$ cat src/rtl/fetch_queue_if.sv
// Memory port, decoder port and redirect bus of the instruction fetch queue.
// master is the fetch_queue side; slave is the memory/decoder/ALU side.
interface fetch_queue_if #(
   parameter int DATA_W = 16,
   parameter int ADDR_W = 16,
   parameter int DEPTH  = 4
);
   localparam int CW = $clog2(DEPTH) + 1;

   logic              mem_req;
   logic [ADDR_W-1:0] mem_addr;
   logic              mem_ack;
   logic [DATA_W-1:0] mem_data;
   logic              redirect;
   logic [ADDR_W-1:0] redirect_pc;
   logic              hold;
   logic [1:0]        consume;
   logic [ADDR_W-1:0] pc_out;
   logic [DATA_W-1:0] ir_out;
   logic [DATA_W-1:0] k16_out;
   logic              ir_valid;
   logic              k_valid;
   logic [CW-1:0]     count;

   modport master (
      output mem_req, mem_addr, pc_out, ir_out, k16_out, ir_valid, k_valid, count,
      input  mem_ack, mem_data, redirect, redirect_pc, hold, consume
   );

   modport slave (
      input  mem_req, mem_addr, pc_out, ir_out, k16_out, ir_valid, k_valid, count,
      output mem_ack, mem_data, redirect, redirect_pc, hold, consume
   );
endinterface

$ cat src/rtl/fetch_queue.sv
// Sequential instruction fetch with a single outstanding req/ack, DEPTH-entry
// word FIFO, 0/1/2-word retire and redirect flush of queued and in-flight words.
module fetch_queue #(
   parameter int                 DATA_W   = 16,
   parameter int                 ADDR_W   = 16,
   parameter int                 DEPTH    = 4,
   parameter logic [ADDR_W-1:0]  RESET_PC = '0
) (
   input  logic          clk,
   input  logic          a_rst,
   fetch_queue_if.master bus
);
   localparam int PW = $clog2(DEPTH);
   localparam int CW = PW + 1;

   typedef enum logic [1:0] {S_RUN, S_WAIT, S_DRAIN} state_e;

   state_e            state_q, state_d;
   logic [ADDR_W-1:0] fetch_q, fetch_d;
   logic [ADDR_W-1:0] req_addr_q, req_addr_d;
   logic [ADDR_W-1:0] pc_q, pc_d;
   logic [PW-1:0]     rd_q, rd_d;
   logic [PW-1:0]     wr_q, wr_d;
   logic [CW-1:0]     cnt_q, cnt_d;
   logic [DATA_W-1:0] mem_q [DEPTH];

   logic              issue;
   logic              push;
   logic              req;
   logic [1:0]        want;
   logic [CW-1:0]     pop_n;
   logic [ADDR_W-1:0] target;

   always_ff @(posedge clk or negedge a_rst) begin
      if (!a_rst) state_q <= S_RUN;
      else        state_q <= state_d;
   end

   always_comb begin
      state_d = state_q;
      issue   = 1'b0;
      unique case (state_q)
         S_RUN: begin
            if (!bus.redirect && (cnt_q < CW'(DEPTH))) begin
               state_d = S_WAIT;
               issue   = 1'b1;
            end
         end
         S_WAIT: begin
            if (bus.mem_ack)       state_d = S_RUN;
            else if (bus.redirect) state_d = S_DRAIN;
         end
         S_DRAIN: begin
            if (bus.mem_ack) state_d = S_RUN;
         end
         default: state_d = S_RUN;
      endcase
   end

   // A word is kept only if the request was not overtaken by a redirect.
   always_comb begin
      req  = (state_q != S_RUN);
      push = (state_q == S_WAIT) && bus.mem_ack && !bus.redirect;
   end

   always_comb begin
      target     = bus.redirect_pc & ~ADDR_W'(1);
      want       = (bus.consume == 2'd3) ? 2'd2 : bus.consume;
      pop_n      = '0;
      if (!bus.hold && !bus.redirect)
         pop_n = (cnt_q >= CW'(want)) ? CW'(want) : cnt_q;

      fetch_d    = fetch_q;
      req_addr_d = issue ? fetch_q : req_addr_q;
      pc_d       = pc_q;
      rd_d       = rd_q;
      wr_d       = wr_q;
      cnt_d      = cnt_q;

      if (bus.redirect) begin
         // Collapsing the write pointer onto the read pointer keeps the
         // presented words stable while the queue is empty.
         cnt_d   = '0;
         wr_d    = rd_q;
         pc_d    = target;
         fetch_d = target;
      end else begin
         cnt_d = cnt_q + CW'(push) - pop_n;
         rd_d  = rd_q + PW'(pop_n);
         pc_d  = pc_q + (ADDR_W'(pop_n) << 1);
         if (push) begin
            wr_d    = wr_q + PW'(1);
            fetch_d = fetch_q + ADDR_W'(2);
         end
      end
   end

   always_ff @(posedge clk or negedge a_rst) begin
      if (!a_rst) begin
         fetch_q    <= RESET_PC;
         req_addr_q <= RESET_PC;
         pc_q       <= RESET_PC;
         rd_q       <= '0;
         wr_q       <= '0;
         cnt_q      <= '0;
      end else begin
         fetch_q    <= fetch_d;
         req_addr_q <= req_addr_d;
         pc_q       <= pc_d;
         rd_q       <= rd_d;
         wr_q       <= wr_d;
         cnt_q      <= cnt_d;
      end
   end

   always_ff @(posedge clk or negedge a_rst) begin
      if (!a_rst) begin
         for (int i = 0; i < DEPTH; i++) mem_q[i] <= '0;
      end else if (push) begin
         mem_q[wr_q] <= bus.mem_data;
      end
   end

   assign bus.mem_req  = req;
   assign bus.mem_addr = req_addr_q;
   assign bus.pc_out   = pc_q;
   assign bus.ir_out   = mem_q[rd_q];
   assign bus.k16_out  = mem_q[rd_q + PW'(1)];
   assign bus.ir_valid = (cnt_q != '0);
   assign bus.k_valid  = (cnt_q >= CW'(2));
   assign bus.count    = cnt_q;
endmodule

$ cat src/flat_wrapper.sv
// flat-port wrapper written by rule: the top's interface ports become plain ports
module fetch_queue_flat 
#(
   parameter int                 DATA_W   = 16,
   parameter int                 ADDR_W   = 16,
   parameter int                 DEPTH    = 4,
   parameter logic [ADDR_W-1:0]  RESET_PC = '0
)
  (clk, a_rst, bus_mem_req, bus_mem_addr, bus_pc_out, bus_ir_out, bus_k16_out, bus_ir_valid, bus_k_valid, bus_count, bus_mem_ack, bus_mem_data, bus_redirect, bus_redirect_pc, bus_hold, bus_consume);
  fetch_queue_if #(.DATA_W(DATA_W), .ADDR_W(ADDR_W), .DEPTH(DEPTH)) bus_i ();
  input  logic clk;
  input  logic a_rst;
  output wire logic [$bits(bus_i.mem_req)-1:0] bus_mem_req;
  output wire logic [$bits(bus_i.mem_addr)-1:0] bus_mem_addr;
  output wire logic [$bits(bus_i.pc_out)-1:0] bus_pc_out;
  output wire logic [$bits(bus_i.ir_out)-1:0] bus_ir_out;
  output wire logic [$bits(bus_i.k16_out)-1:0] bus_k16_out;
  output wire logic [$bits(bus_i.ir_valid)-1:0] bus_ir_valid;
  output wire logic [$bits(bus_i.k_valid)-1:0] bus_k_valid;
  output wire logic [$bits(bus_i.count)-1:0] bus_count;
  input wire logic [$bits(bus_i.mem_ack)-1:0] bus_mem_ack;
  input wire logic [$bits(bus_i.mem_data)-1:0] bus_mem_data;
  input wire logic [$bits(bus_i.redirect)-1:0] bus_redirect;
  input wire logic [$bits(bus_i.redirect_pc)-1:0] bus_redirect_pc;
  input wire logic [$bits(bus_i.hold)-1:0] bus_hold;
  input wire logic [$bits(bus_i.consume)-1:0] bus_consume;
  assign bus_mem_req = bus_i.mem_req;
  assign bus_mem_addr = bus_i.mem_addr;
  assign bus_pc_out = bus_i.pc_out;
  assign bus_ir_out = bus_i.ir_out;
  assign bus_k16_out = bus_i.k16_out;
  assign bus_ir_valid = bus_i.ir_valid;
  assign bus_k_valid = bus_i.k_valid;
  assign bus_count = bus_i.count;
  assign bus_i.mem_ack = bus_mem_ack;
  assign bus_i.mem_data = bus_mem_data;
  assign bus_i.redirect = bus_redirect;
  assign bus_i.redirect_pc = bus_redirect_pc;
  assign bus_i.hold = bus_hold;
  assign bus_i.consume = bus_consume;
  fetch_queue #(.DATA_W(DATA_W), .ADDR_W(ADDR_W), .DEPTH(DEPTH), .RESET_PC(RESET_PC)) u_core (.clk(clk), .a_rst(a_rst), .bus(bus_i));
endmodule
$ cat config.mk
export PLATFORM = sky130hd
export DESIGN_NAME = fetch_queue_flat
export DESIGN_NICKNAME = d
export VERILOG_FILES = /design/src/rtl/fetch_queue_if.sv /design/src/rtl/fetch_queue.sv /design/src/flat_wrapper.sv
export SDC_FILE = /design/constraint.sdc
export NUM_CORES = 1
export LEC_CHECK = 0
export ABC_CLOCK_PERIOD_IN_PS = 4500
export CAP_MARGIN = 10
export CORE_MARGIN = 4
export CORE_UTILIZATION = 40
export CTS_CLUSTER_SIZE = 30
export DETAILED_ROUTE_END_ITERATION = 16
export GPL_TIMING_DRIVEN = 0
export MAX_ROUTING_LAYER = met4
export PLACE_DENSITY = 0.7
export SYNTH_ARGS = -nofsm -noshare
export SYNTH_HDL_FRONTEND = slang
export SYNTH_SLANG_ARGS = --single-unit
export TNS_END_PERCENT = 1
$ cat constraint.sdc
create_clock -name clk -period 4.5 [get_ports clk]
set_clock_uncertainty 0.2 [all_clocks]
set_input_delay 0.45 -clock clk [delete_from_list [all_inputs] [get_ports clk]]
set_output_delay 0.45 -clock clk [all_outputs]
set_load 0.01 [all_outputs]
-- Yosys cells after proc, flatten, opt, wreduce, memory -nomap -nowiden
Cells that the tools add are included.
- order comparisons: 7
- reduce and logical (&&, ||, !) cells: 12
- add/subtract/negate cells: 7
- eq/ne operators: 6
- mux-type cells: 25
- bitwise logic cells: 3
- operators with widths (operator ; count):
    $mux W16 ; 8
    $bmux W16 S2 ; 2
    $bwmux W64 ; 1
    $demux W16 S2 ; 1
    $add A16 B2 Y16 const B ; 1
    $add A16 B4 Y16 ; 1
    $mux W2 ; 7
    $ge A3 B3 Y1 const B ; 3
    $mux W3 ; 3
    $not A2 Y3 ; 3
    $pmux W2 S3 ; 1
    $logic_and A1 B1 Y1 ; 5
    $add A2 B1 Y2 const B ; 2
    $eq A2 B2 Y1 const B ; 2
    $reduce_bool A2 Y1 ; 2
    $add A3 B1 Y3 ; 1
    $ge A3 B2 Y1 ; 1
    $ge A3 B2 Y1 const B ; 1
    $lt A3 B1 Y1 const B ; 1
    $lt A3 B3 Y1 const B ; 1
    $ne A3 B3 Y1 const B ; 1
    $reduce_and A3 Y1 ; 1
    $reduce_bool A3 Y1 ; 1
    $sub A3 B3 Y3 ; 1
    7 further kinds ; 9
- register bits: 121
- bits of input ports: 39
- word-level logic and storage cells: 71
- output and inout bits: 70

-- Longest topological paths before layout
- depth after elaboration: 7
- depth in mapped cells: 14
- mapped depth without buffers: 14

-- Least setup slack after synthesis
No wires, ideal clock.
- path kind: in2reg
- start: in bus_consume[0]
- end: reg u_core.pc_q[13] (netlist: u_core.bus.pc_out[13])
- stages: 12
- path buffers: 0
- library setup time: 0.125 ns
- setup slack: 0.939 ns
- arrival time: 3.236 ns
- required time: 4.175 ns
- cell sequence: nor2b_1 -> ha_1 -> nand2b_4 -> a211oi_4 -> mux2i_1 -> or3_2 -> fa_1 -> nand2b_1 -> a211oi_2 -> nand3_1 -> xnor2_1 -> mux2_2
- cells in the longest elaborated chain, start to end: 7
- RTL lines (what ; line ; source):
    start, declared ; flat_wrapper.sv:26 ; input wire logic [$bits(bus_i.consume)-1:0] bus_consume;
    $eq A2 B2 Y1 ; fetch_queue.sv:68 ; want = (bus.consume == 2'd3) ? 2'd2 : bus.consume;
    $mux W2 * ; fetch_queue.sv:68 ;
    $ge A3 B2 Y1 ; fetch_queue.sv:71 ; pop_n = (cnt_q >= CW'(want)) ? CW'(want) : cnt_q;
    $mux W3 * ; fetch_queue.sv:71 ;
    $mux W3 * ; fetch_queue.sv:70 ; if (!bus.hold && !bus.redirect)
    $add A16 B4 Y16 * ; fetch_queue.sv:90 ; pc_d = pc_q + (ADDR_W'(pop_n) << 1);
    $mux W16 * ; fetch_queue.sv:80 ; if (bus.redirect) begin
    net u_core.pc_d[13] ; fetch_queue.sv:21 ; logic [ADDR_W-1:0] pc_q, pc_d;
    end signal, assigned ; fetch_queue.sv:109 ; pc_q <= pc_d;
    end, declared ; fetch_queue.sv:21 ;
The timed path passes the listed nets; every way through them passes the cells marked *.
A chain may end at the register's enable or synchronous reset.

-- Worst setup path after layout
Ends and elaborated chain as after synthesis.

==> impl_results.md <==
- Status: finished, final reports clean
- Via Count: 4132
- Initial core utilization: roughly 41%
- Largest area contributor in the netlist: dfrtp_1
- Clock Sinks: 118
- Synthesis-stage register bit count: 118
- Initial antenna violation count: 0
- Root buf cell: clkbuf_16
- Die Wd: 130.9 um
- Crit. End Element: flip-flop
- Number of CTS-inserted buffers: 17
- Setup TNS: 0 ns
- Critical-path cell list: clkdlybuf4s50_1, nor2b_1, ha_1, nand2b_4, a211oi_4, mux2i_1, nor3_1, ha_1, inv_1, fa_1, nand2b_1, a211oi_2, nand3_1, xnor2_1, mux2_2
- Total chip power: 5.171 mW
- Vias in the first global route: approximately 4400
- Post-Synthesis Cells: 443
- I/O Pins: 109
- Core Util, Final: a little over half
- Pins Over Slew Limit: 0
- Worst Path Buf+Inv: 2
- # H-tree levels: 4
- Antenna Nets Post-Route: 0
- DR DRC count: 0
- Largest net degree at the start of global routing: 66
- Count of cell types in the netlist: 50
- Worst Hold Class: reg2reg
- Worst path most repeated cell: ha_1
- Setup Viol. Count Final: 0
- Post_cts resized: 0
- Worst path required time: 4.60 ns
- Leak: 3.388 nW
- Die area: 0.01713 mm2
- Wire length of the first global-routing pass: 23160 um
- RSZ-0062 raised after global routing: false
- Synth Cell Area: 0.006040 mm2
- Fin crit share: 85.88%
- Cts hold-fix bufs: 1
- Die height: 130.9 um
- CORE AREA: ~0.015 mm2
- Placed cell count: 735
- Worst-path fanout max: 3
- Gr ovfl total: 0
- Max frequency: 0.2588 GHz
- Share of the synthesized area in the top cell type: 48.89%
- Rows: 44
- Initial DRC count: 229
- GP Congestion: 0.8401
- Max-cap viol count: 0
- Synth top area cells: dfrtp_1 (49%), mux2_2 (17%), mux4_2 (12%)
- Setup CP Type: in2reg
- Mapped Avg Cell Area: 13.63 um2
- Peak VDD IR: 0.0003380 V
- WHS: between 0.3 and 0.4 ns
- DRT Pass-1 Iters: 5
- Ant. Diodes: 0
- PD cells: 651.3 mW/mm2
- Fin. Hold Viols: 0
- Max stage delay cell, worst path: clkdlybuf4s50_1
- Clock transition at path regs: approximately 0.06 ns
- Startpoint types: input port
- Finished Layout Cells: ~770
- Slew headroom: between 40% and 50%
- Min Tclk post-route: 3.864 ns
- Via density per instance: approximately 5.4
- Total GRT Usage: 18.31%
- Post-synthesis sequential area ratio: 48.89%
- Crit path DAT: 3.96 ns
- Clock latency on the worst-skew pair: 0.41 ns
- CTS tree: built
- Final WL: 14410 um
- Synth Warn #: 0
- Worst Max-Slew Pin Slew: ~0.8 ns
- Critical Path Max Stage Delay: 0.45 ns
- I/O Buffers: 105
- Final-stage net count: 626
- Post-DP HPWL: 10400 um
- Layout cell share with drive strength beyond 1: a little under a third
- Per-cell routed wire length: 18.78 um
- CP top delay family: simple AND/OR/NAND/NOR gates
- CTS max path bufs: 2
- Area grow syn2layout: 31.45%
- Setup repair bufs after CTS: 0
==> worst reg2reg max path, stage by stage (launching register included) <==
cell      delay (ns)
dfrtp_1         0.37
inv_1           0.08
ha_1            0.28
nand2b_4        0.15
a211oi_4        0.27
mux2i_1         0.11
nor3_1          0.33
ha_1            0.26
inv_1           0.06
fa_1            0.41
nand2b_1        0.18
a211oi_2        0.32
nand3_1         0.14
xnor2_1         0.14
mux2_2          0.26
==> synthesized netlist by cell type (all sizes together) <==
cell / n
nand2b: 4
nand4: 5
mux4: 32
conb: 1
nor4: 2
and3b: 1
o2111ai: 1
nor2b: 3
nor3: 7
nor2: 12
xor2: 15
a31oi: 2
mux2: 91
nand3: 9
clkinv: 1
dfrtp: 118
and3: 5
inv: 14
mux2i: 2
o311ai: 1
or4b: 1
or3: 3
xnor2: 13
nand2: 25
fa: 2
a21o: 1
o221a: 1
o21ai: 15
nor4b: 1
ha: 14
o221ai: 1
clkbuf: 7
o211ai: 1
and4: 1
or2: 2
a21oi: 10
a211oi: 2
buf: 15
nand3b: 2
==> metrics by stage <==
stage / cell area (um2) / setup slack, ns
floorplan: 6047 / 0.9391
global placement: 7328 / -1.697
detailed placement: 7357 / 0.2029
CTS: 7939 / 0.6288
global route: 7939 / 0.4413
finish: 7939 / 0.6356
==> layout by cell type (no fill, tap or decap), types with 6 or more instances in the layout <==
master           count
dfrtp_1            118
clkdlybuf4s50_1    104
mux2_2              91
mux4_2              32
nand2_1             21
clkbuf_16           17
o21ai_0             15
xor2_1              15
ha_1                14
inv_1               13
xnor2_1             13
buf_2               12
nor2_1              12
a21oi_1             10
nand3_1              9
clkbuf_1             9
nor3_1               6
==> cell type report <==
class	instances	area [um2]
clock inverters	7	70.07
multi-input cells	290	2933
fillers	1218	6705
well taps	184	230.2
repair buffers	107	1090
flip-flops and latches	118	2953
clock buffers	24	501.7
inverters	15	56.30
plain buffers	22	105.1
==> routing by layer <==
layer  global-route usage [%]  wire length [um]  up-vias
met5                        -                 0        -
met4                    5.082               248        0
met3                    5.244               656       28
met2                    29.78              7199      134
met1                    22.49              6304     2088
li1                         -                 -     1882
==> power breakdown <==
| group | switching [mW] | internal [mW] | leakage, nW |
|---|---|---|---|
| combinational | 0.815 | 1.32 | 1.64 |
| sequential | 0.294 | 1.45 | 1.47 |
| clock | 0.461 | 0.827 | 0.282 |
==> kinds of logic after synthesis <==
group	after synthesis	share of synthesized area, %
flops	118	48.89
other cells	1	0.06209
buf+inv	37	2.672
xor+xnor	28	4.061
mux	125	29.23
fa+ha+maj	16	3.563
compound gates	35	3.688
simple gates	83	7.831
==> worst paths after layout <==
kind	end	depth (start not counted)	slack (ns)	start
min in group asynchronous	u_core.mem_q[34]$_DFFE_PN0P_	2	0.35	a_rst
worst min-delay path	u_core.bus.mem_addr[2]$_DFFE_PN0P_	1	0.30	u_core.bus.mem_addr[2]$_DFFE_PN0P_
max in group asynchronous	u_core.bus.mem_addr[5]$_DFFE_PN0P_	3	3.05	a_rst
worst min register to register	u_core.bus.mem_addr[2]$_DFFE_PN0P_	1	0.30	u_core.bus.mem_addr[2]$_DFFE_PN0P_
worst max-delay path	u_core.bus.pc_out[13]$_DFF_PN0_	15	0.64	bus_consume[0]
worst max register to register	u_core.bus.pc_out[13]$_DFF_PN0_	14	0.82	u_core.bus.count[0]$_DFF_PN0_
==> flip-flops by register name, indices dropped and copies added, names as in the netlist <==
name and flops:
u_core.fetch_q 15, u_core.mem_q 64, u_core.wr_q 2, u_core.bus.count 3
u_core.bus.pc_out 15, u_core.rd_q 2, u_core.state_q 2, u_core.bus.mem_addr 15
No activity file was read; power rests on OpenSTA's default activity.
